<file path="config.mk">
export PLATFORM = sky130hd
export DESIGN_NAME = ising_lattice_reader
export DESIGN_NICKNAME = d
export VERILOG_FILES = /design/src/rtl/ising_pkg.sv /design/src/rtl/popcount_row.sv /design/src/rtl/ising_lattice_reader.sv
export SDC_FILE = /design/constraint.sdc
export NUM_CORES = 1
export LEC_CHECK = 0
export ABC_CLOCK_PERIOD_IN_PS = 5100
export BUFFER_PORTS_ARGS = -buffer_cell sky130_fd_sc_hd__buf_2
export CAP_MARGIN = 20
export CORE_AREA = 2 2 104 106
export DETAILED_ROUTE_END_ITERATION = 8
export DIE_AREA = 0 0 106 108
export PLACE_DENSITY = 0.66
export RECOVER_POWER = 50
export SLEW_MARGIN = 5
export SYNTH_ARGS = -nofsm -noshare
export SYNTH_HDL_FRONTEND = slang
export SYNTH_HIERARCHICAL = 1
export SYNTH_SLANG_ARGS = --single-unit
export TNS_END_PERCENT = 100
</file>
<file path="constraint.sdc">
create_clock -name clk -period 5.1 [get_ports clk]
set_input_delay 0.255 -clock clk [delete_from_list [all_inputs] [get_ports clk]]
set_output_delay 0.255 -clock clk [all_outputs]
set_load 0.02 [all_outputs]
</file>
<file path="src/rtl/ising_pkg.sv">
// Shared lattice-reader definitions: default lattice size, magnetisation width
// derivation and the readout FSM state encoding.
package ising_pkg;

    localparam int N_DEFAULT = 8;

    // Up-spin count of an N x N lattice needs to represent 0..N*N inclusive.
    function automatic int mag_width(input int n);
        return $clog2(n * n) + 1;
    endfunction

    localparam int MAG_W_DEFAULT = mag_width(N_DEFAULT);

    typedef enum logic [1:0] {
        IDLE   = 2'd0,
        SEND   = 2'd1,
        FINISH = 2'd2
    } state_t;

endpackage

</file>
<file path="src/rtl/popcount_row.sv">
// Combinational population count of one lattice row.
module popcount_row #(
    parameter int N     = 8,
    parameter int MAG_W = 7
) (
    input  logic [N-1:0]     row,
    output logic [MAG_W-1:0] count
);

    always_comb begin
        count = '0;
        for (int i = 0; i < N; i++) begin
            count = count + MAG_W'(row[i]);
        end
    end

endmodule

</file>
<file path="src/rtl/ising_lattice_reader.sv">
// Snapshots the live spin lattice on start, streams it out row by row with
// valid/ready handshaking and reports the total up-spin count at the end.
module ising_lattice_reader
    import ising_pkg::*;
#(
    parameter int N     = N_DEFAULT,
    parameter int MAG_W = mag_width(N)
) (
    input  logic                 clk,
    input  logic                 reset,
    input  logic                 start,
    input  logic [N*N-1:0]       lattice_in,
    output logic                 busy,
    output logic                 row_valid,
    input  logic                 row_ready,
    output logic [N-1:0]         row_data,
    output logic [$clog2(N)-1:0] row_idx,
    output logic [MAG_W-1:0]     mag,
    output logic                 mag_valid,
    output logic                 done
);

    localparam int IDX_W = $clog2(N);
    localparam logic [IDX_W-1:0] LAST_IDX = IDX_W'(N - 1);

    state_t           state_reg, state_next;
    logic [N*N-1:0]   snap_reg, snap_next;
    logic [IDX_W-1:0] row_reg, row_next;
    logic [MAG_W-1:0] acc_reg, acc_next;
    logic [MAG_W-1:0] mag_reg, mag_next;
    logic             mag_valid_reg, mag_valid_next;

    logic [N-1:0]     rows [N];
    logic [N-1:0]     cur_row;
    logic [MAG_W-1:0] row_count;

    genvar gi;
    generate
        for (gi = 0; gi < N; gi++) begin : g_rows
            assign rows[gi] = snap_reg[gi*N +: N];
        end
    endgenerate

    assign cur_row = rows[row_reg];

    popcount_row #(
        .N     (N),
        .MAG_W (MAG_W)
    ) u_popcount (
        .row   (cur_row),
        .count (row_count)
    );

    always_ff @(posedge clk or posedge reset) begin
        if (reset) begin
            state_reg     <= IDLE;
            snap_reg      <= '0;
            row_reg       <= '0;
            acc_reg       <= '0;
            mag_reg       <= '0;
            mag_valid_reg <= 1'b0;
        end else begin
            state_reg     <= state_next;
            snap_reg      <= snap_next;
            row_reg       <= row_next;
            acc_reg       <= acc_next;
            mag_reg       <= mag_next;
            mag_valid_reg <= mag_valid_next;
        end
    end

    always_comb begin
        state_next     = state_reg;
        snap_next      = snap_reg;
        row_next       = row_reg;
        acc_next       = acc_reg;
        mag_next       = mag_reg;
        mag_valid_next = mag_valid_reg;
        case (state_reg)
            IDLE: begin
                if (start) begin
                    snap_next      = lattice_in;
                    row_next       = '0;
                    acc_next       = '0;
                    mag_valid_next = 1'b0;
                    state_next     = SEND;
                end
            end
            SEND: begin
                if (row_ready) begin
                    acc_next = acc_reg + row_count;
                    if (row_reg == LAST_IDX) begin
                        // Publish the result here so it is already valid in the done cycle.
                        row_next       = '0;
                        mag_next       = acc_reg + row_count;
                        mag_valid_next = 1'b1;
                        state_next     = FINISH;
                    end else begin
                        row_next = row_reg + IDX_W'(1);
                    end
                end
            end
            FINISH: state_next = IDLE;
            default: state_next = IDLE;
        endcase
    end

    assign busy      = (state_reg != IDLE);
    assign row_valid = (state_reg == SEND);
    assign row_data  = row_valid ? cur_row : '0;
    assign row_idx   = row_reg;
    assign mag       = mag_reg;
    assign mag_valid = mag_valid_reg;
    assign done      = (state_reg == FINISH);

endmodule
</file>
==> results.tsv, run 1 <==
stage	metric	value	unit
yosys	yosysSeqAreaShare	49.2	%
route	routed_wl	8800	um
route	num_vias	2684	
timing	tightestPinTransition	0.975	ns
timing	rsz0062_at_grt	false	
finish	multi_input_area	2020	um2
setup_path	cp-end-kind	flop	
setup_path	r2r_cells	19	
finish	largest_reg_flops	64	
clock_network	clock_sinks	84	
setup_path	required	5.32	ns
route	via_per_inst	4.92	
hold_path	hp-class	primary input to flop	
timing	setup_viol	0	
run_status	status	finished clean	
clock_network	clock_latency	0.35	ns
yosys	netlist_top_cells_area	dfrtp_1 (49%), mux2_2 (17%), mux4_1 (4.9%)	
floorplan	core_area	10200	um2
yosys	synth_cells	309	
clock_network	clk_pin_slew	0.08	ns
setup_path	cp_max_fo	5	
setup_path	startpoint	row_idx[0]$_DFFE_PP0P_	
yosys	syn_area_per_cell	13.8	um2
setup_path	r2r_slack	0.19	ns
global_route	track_usage	16.4	%
yosys	synth-edff-count	0	
route	dr.first_iter.drc_count	116	
timing	post-route-min-period	4.91	ns
yosys	synth_ff_type	dfrtp_1	
finish	fill_cells	919	
global_route	busiest_layer	met2	
yosys	yosys_warnings	6	
finish	seqCellArea	2100	um2
yosys	ys_seq_elements	84	
yosys	async_flop_share	100	%
timing	final_hold_viol_count	0	
global_route	met1_usage	20.8	%
floorplan	die_area	11400	um2
finish	nNetsFinal	488	
timing	fin_skew	0.0146	ns
floorplan	rows	37	
clock_network	cts_max_level	3	
timing	fmax	204	MHz
finish	drive_above_1_share	48.9	%
clock_network	cts_tree	yes	
route	routedWlPerCell	16.1	um
clock_network	clock_path_buffers	2	
run	maxCapViolCount	0	
global_route	grt_pass1_wl	14300	um
setup_path	worstSetupPathType	flop to flop	
global_route	grt_pass1_vias	2834	
finish	syn_to_final_growth	18.9	%
yosys	syn_area	4280	um2
timing	fin_tns_setup	0	ns
setup_path	r2r_start	row_idx[0]$_DFFE_PP0P_	
route	ant_nets	0	
global_route	gr-total-overflow	0	
global_route	antenna_found_initial	1	
global_route	use_met2	28.1	%
route	drc	0	
setup_path	crit_path_end	mag[6]$_DFFE_PP0P_	
timing	period_share	96.2	%
timing	slew_viol_final	0	
yosys	synthDominantCellAreaShare	49.2	%
yosys	synth_area_leader_cell	dfrtp_1	
placed_design	io_buffers	89	
placed_design	gp_congestion	0.803	
placed_design	dpl.cell_count	525	
setup_path	cp.arrival	5.13	ns
clock_network	numCtsBuffers	9	
finish	final_cell_count_no_fill	545	
yosys	synth_cell_types	39	
timing	slew_headroom	35.0	%
route	first_pass_iters	4	
setup_path	cp-start-kind	flop	
finish	n_antenna_cell	0	
clock_network	ctsRootBufferMaster	clkbuf_8	
floorplan	start_util	41.8	%
global_route	grt_max_degree	85	
global_route	use_met3	4.22	%
floorplan	io_pins	90	
floorplan	die_w	106	um
floorplan	fp.dieH	108	um
setup_path	r2r-end	mag[6]$_DFFE_PP0P_	
placed_design	dpl.hpwl	6650	um
==> Yosys cell counts (2+ instances only) <==
cell type and n:
nand3b_1 2, nor2b_1 5, o21ai_0 15, clkbuf_1 4
inv_1 18, mux2_2 65, buf_2 9, nand3_1 2
mux2_4 8, a22o_1 4, mux4_1 8, a31oi_1 2
ha_1 11, fa_1 5, xor2_1 2, a21oi_1 4
and2_4 8, nand2_1 12, nor2_1 7, mux4_2 8
dfrtp_1 84, buf_4 3, xnor2_1 3, nand2b_1 4
a21o_1 2
==> cell usage in the layout (no fill, tap or decap), drive strengths merged, types with 5 or more instances in the layout <==
cell	n
nor2b	5
fa	5
o21ai	15
nor2	7
dfrtp	84
ha	11
clkbuf	23
mux2	73
nand2	12
and2	9
inv	17
buf	89
mux4	16
==> per-layer routing <==
metal	up-vias	wire [um]
li1	1288	-
met1	1324	3880
met2	59	4380
met3	11	431
met4	2	97
met5	-	5
==> per-stage QoR <==
stage,hold slack (ns),util (%),worst slack [ns],area [um2]
2_1_floorplan,0.364,-,0.0872,4280
3_3_place_gp,0.456,47.5,0.0984,4860
3_5_place_dp,0.467,47.5,0.00376,4860
4_1_cts,0.123,49.2,0.0687,5030
5_1_grt,0.117,49.7,0.000625,5080
6_report,0.135,49.7,0.192,5080
==> cells by family after synthesis <==
group / share of synthesized area (%)
muxes: 29.3
AOI/OAI and AO/OA: 4.83
xor gates and xnor gates: 1.02
adders and majority gates: 5.56
other: 0.0877
DFF: 49.2
buffers and inverters: 4.33
and+or+nand+nor: 5.73
==> repair_timing <==
action	CTS	global route
buffers inserted	0	2
endpoints found under the hold margin	0	15
endpoints found under the setup margin	1	6
gates cloned	0	0
resized for setup	1	4
hold buffers	0	1
==> worst min path at each step <==
stage               depth (start not counted)                        to               start
CTS                                         2  snap_reg[42]$_DFFE_PP0P_      lattice_in[42]
global placement                            2        mag[2]$_DFFE_PP0P_  mag[2]$_DFFE_PP0P_
finish                                      2  snap_reg[58]$_DFFE_PP0P_      lattice_in[58]
detailed placement                          2        mag[5]$_DFFE_PP0P_  mag[5]$_DFFE_PP0P_
floorplan                                   1  state_reg[0]$_DFFE_PP0P_           row_ready
global route                                2  snap_reg[23]$_DFFE_PP0P_      lattice_in[23]
==> final cells by class <==
class	count	area share, %
inverters	18	1.35
clock inverters	4	0.492
repair buffers	101	10.9
clock buffers	12	2.85
flip-flops and latches	84	41.4
multi-input cells	190	39.7
well taps	136	3.35
==> worst max-delay path, cell delays in order (launching register included) <==
cell and delay [ns]:
dfrtp_2 0.44, buf_4 0.13, mux4_1 0.56, mux2_4 0.29, fa_1 0.50, inv_1 0.05
fa_1 0.44, fa_1 0.49, inv_1 0.04, ha_1 0.19, inv_1 0.07, fa_1 0.40
inv_1 0.09, inv_1 0.06, fa_2 0.37, nor2b_2 0.16, o2111ai_1 0.11, o211ai_1 0.16
xnor2_1 0.15, o21ai_0 0.08
Power of run 1 is left out: the tool's default activity adds up to more than one toggle a clock period on the data nets, which glitch-free logic cannot reach.
==> run 2, diff against run 1 <==
--- a/config.mk
+++ b/config.mk
@@ -11,8 +11,9 @@
 export CORE_AREA = 2 2 104 106
 export DETAILED_ROUTE_END_ITERATION = 8
 export DIE_AREA = 0 0 106 108
+export MAX_ROUTING_LAYER = met4
 export PLACE_DENSITY = 0.66
-export RECOVER_POWER = 50
+export RECOVER_POWER = 100
 export SLEW_MARGIN = 5
 export SYNTH_ARGS = -nofsm -noshare
 export SYNTH_HDL_FRONTEND = slang
==> run 2 against run 1 <==
Against the previous run: count of clock-buffer cells in the layout did not move; setup slack got worse by 0.021 ns; core utilization about the same; critical path depth stayed put; clock skew decreased by 0.00079 ns; highest routed layer is now met4.
==> results.tsv, run 2 (synthesis gave the netlist of run 1 again) <==
stage	metric	value	unit	change
finish	nNetsFinal	488		unchanged
floorplan	start_util	41.8	%	unchanged
timing	fmax	203	MHz	was 204 MHz
clock_network	clock_path_buffers	2		unchanged
setup_path	r2r_slack	0.17	ns	was 0.19 ns
setup_path	cp_max_fo	5		unchanged
clock_network	clk_pin_slew	0.08	ns	about the same
placed_design	gp_congestion	0.815		was 0.803
global_route	grt_max_degree	85		unchanged
clock_network	clock_latency	0.35	ns	about the same
timing	period_share	96.6	%	was 96.2%
hold_path	worstHoldStart	lattice_in[58]		unchanged
timing	finalWorstSetupSlack	0.171	ns	was 0.192 ns
timing	fin_skew	0.0138	ns	was 0.0146 ns
finish	fill_cells	922		was 919
timing	hold_ws	0.136	ns	was 0.135 ns
clock_network	numCtsBuffers	9		unchanged
setup_path	r2r_cells	19		unchanged
route	routed_wl	8740	um	was 8800 um
setup_path	cp.arrival	5.15	ns	was 5.13 ns
route	dr.first_iter.drc_count	94		was 116
setup_path	r2r_start	row_idx[0]$_DFFE_PP0P_		unchanged
finish	largest_reg_flops	64		unchanged
route	ant_nets	0		unchanged
timing	fin_tns_setup	0	ns	unchanged
clock_network	clock_sinks	84		unchanged
clock_network	ctsRootBufferMaster	clkbuf_8		unchanged
route	drc	0		unchanged
route	routedWlPerCell	16.0	um	was 16.1 um
clock_network	cts_tree	yes		unchanged
global_route	grt_pass1_wl	14300	um	about the same
setup_path	path_buf_inv	6		unchanged
placed_design	pre_cts_slack	0.00376	ns	unchanged
global_route	antenna_found_initial	1		unchanged
global_route	track_usage	16.9	%	was 16.4%
floorplan	fp.dieH	108	um	unchanged
placed_design	dpl.hpwl	6650	um	unchanged
timing	setup_viol	0		unchanged
setup_path	worst-path-stages	19		unchanged
finish	final_cell_mix	dfrtp_1 (83), buf_2 (80), mux2_2 (65), inv_1 (17), o21ai_0 (15)		was dfrtp_1 (83), buf_2 (79), mux2_2 (65), inv_1 (17), o21ai_0 (15)
clock_network	cts_max_level	3		unchanged
finish	fin_util	49.7	%	about the same
setup_path	crit_top_cell	inv_1		unchanged
floorplan	io_pins	90		unchanged
route	first_pass_iters	4		unchanged
setup_path	startpoint	row_idx[0]$_DFFE_PP0P_		unchanged
timing	tightestPinTransition	0.831	ns	was 0.975 ns
global_route	grt_pass1_vias	2836		was 2834
hold_path	min_path_cells	2		unchanged
setup_path	crit_family	adder cells		unchanged
floorplan	core_area	10200	um2	unchanged
setup_path	r2r-end	mag[6]$_DFFE_PP0P_		unchanged
floorplan	die_area	11400	um2	unchanged
global_route	gr-total-overflow	0		unchanged
timing	slew_headroom	44.5	%	was 35.0%
finish	layout_commonest_cell	dfrtp_1		unchanged
run	maxCapViolCount	0		unchanged
run_status	status	finished clean		unchanged
setup_path	cp-start-kind	flop		unchanged
setup_path	cp_slowest_stage_delay	0.56	ns	about the same
floorplan	rows	37		unchanged
setup_path	worstSetupPathType	flop to flop		unchanged
setup_path	crit_path_top_delay_cell	mux4_1		unchanged
floorplan	die_w	106	um	unchanged
setup_path	cp-end-kind	flop		unchanged
timing	slew_viol_final	0		unchanged
timing	post-route-min-period	4.93	ns	was 4.91 ns
finish	drive_above_1_share	49.1	%	was 48.9%
route	via_per_inst	4.89		was 4.92
route	num_vias	2670		was 2684
placed_design	io_buffers	89		unchanged
setup_path	required	5.32	ns	about the same
setup_path	path_cells	buf_4 -> mux4_1 -> mux2_4 -> fa_1 -> inv_1 -> fa_1 -> fa_1 -> inv_1 -> ha_1 -> inv_1 -> fa_1 -> inv_1 -> inv_1 -> fa_2 -> nor2b_2 -> o2111ai_1 -> o211ai_1 -> xnor2_1 -> o21ai_0		unchanged
timing	final_hold_viol_count	0		unchanged
finish	syn_to_final_growth	19.0	%	was 18.9%
hold_path	hp-class	primary input to flop		unchanged
setup_path	crit_path_end	mag[6]$_DFFE_PP0P_		unchanged
[run 2: cell count changes in the layout (fill, tap and decap cells not counted), sizes merged]
cell | before | now
buf | 89 | 90
clkbuf | 23 | 22
diode | 0 | 1
[run 2: routing by layer]
metal	vias up	part of all wire, %	wire, um	global-route usage (%)
met5	-	0	0	-
met4	0	1.1	95	4.23
met3	9	4.5	395	3.92
met2	54	50	4330	28.1
met1	1315	45	3910	21.0
li1	1292	-	-	-
[run 2: how the worst min path moves through the flow]
stage | to
after floorplan | state_reg[0]$_DFFE_PP0P_
after global routing | snap_reg[23]$_DFFE_PP0P_
after global placement | mag[2]$_DFFE_PP0P_
after detailed placement | mag[5]$_DFFE_PP0P_
final | snap_reg[58]$_DFFE_PP0P_
after CTS | snap_reg[42]$_DFFE_PP0P_
[run 2: repair_timing]
| item | CTS | global route |
|---|---|---|
| endpoints found under the hold margin | 0 | 12 |
| endpoints found under the setup margin | 1 | 6 |
| hold buffers | 0 | 1 |
| setup buffers | 0 | 2 |
| resized for setup | 1 | 4 |
[run 2: area by class of cell]
class	count	area (um2)	share of cell area, %
flip-flops and latches	84	2100	41.3
inverters	18	68.8	1.35
clock buffers	12	145	2.85
diodes	1	2.50	0.0492
repair buffers	101	556	10.9
clock inverters	4	25.0	0.492
well taps	136	170	3.34
multi-input cells	190	2020	39.7
[run 2: through the flow]
stage                     instance area [um2]  instances
after floorplan                          4280        311
after global placement                   4860        525
after detailed placement                 4860        525
after CTS                                5030        541
after global routing                     5090        546
final                                    5090        546
Power of run 2 is left out for the same reason.
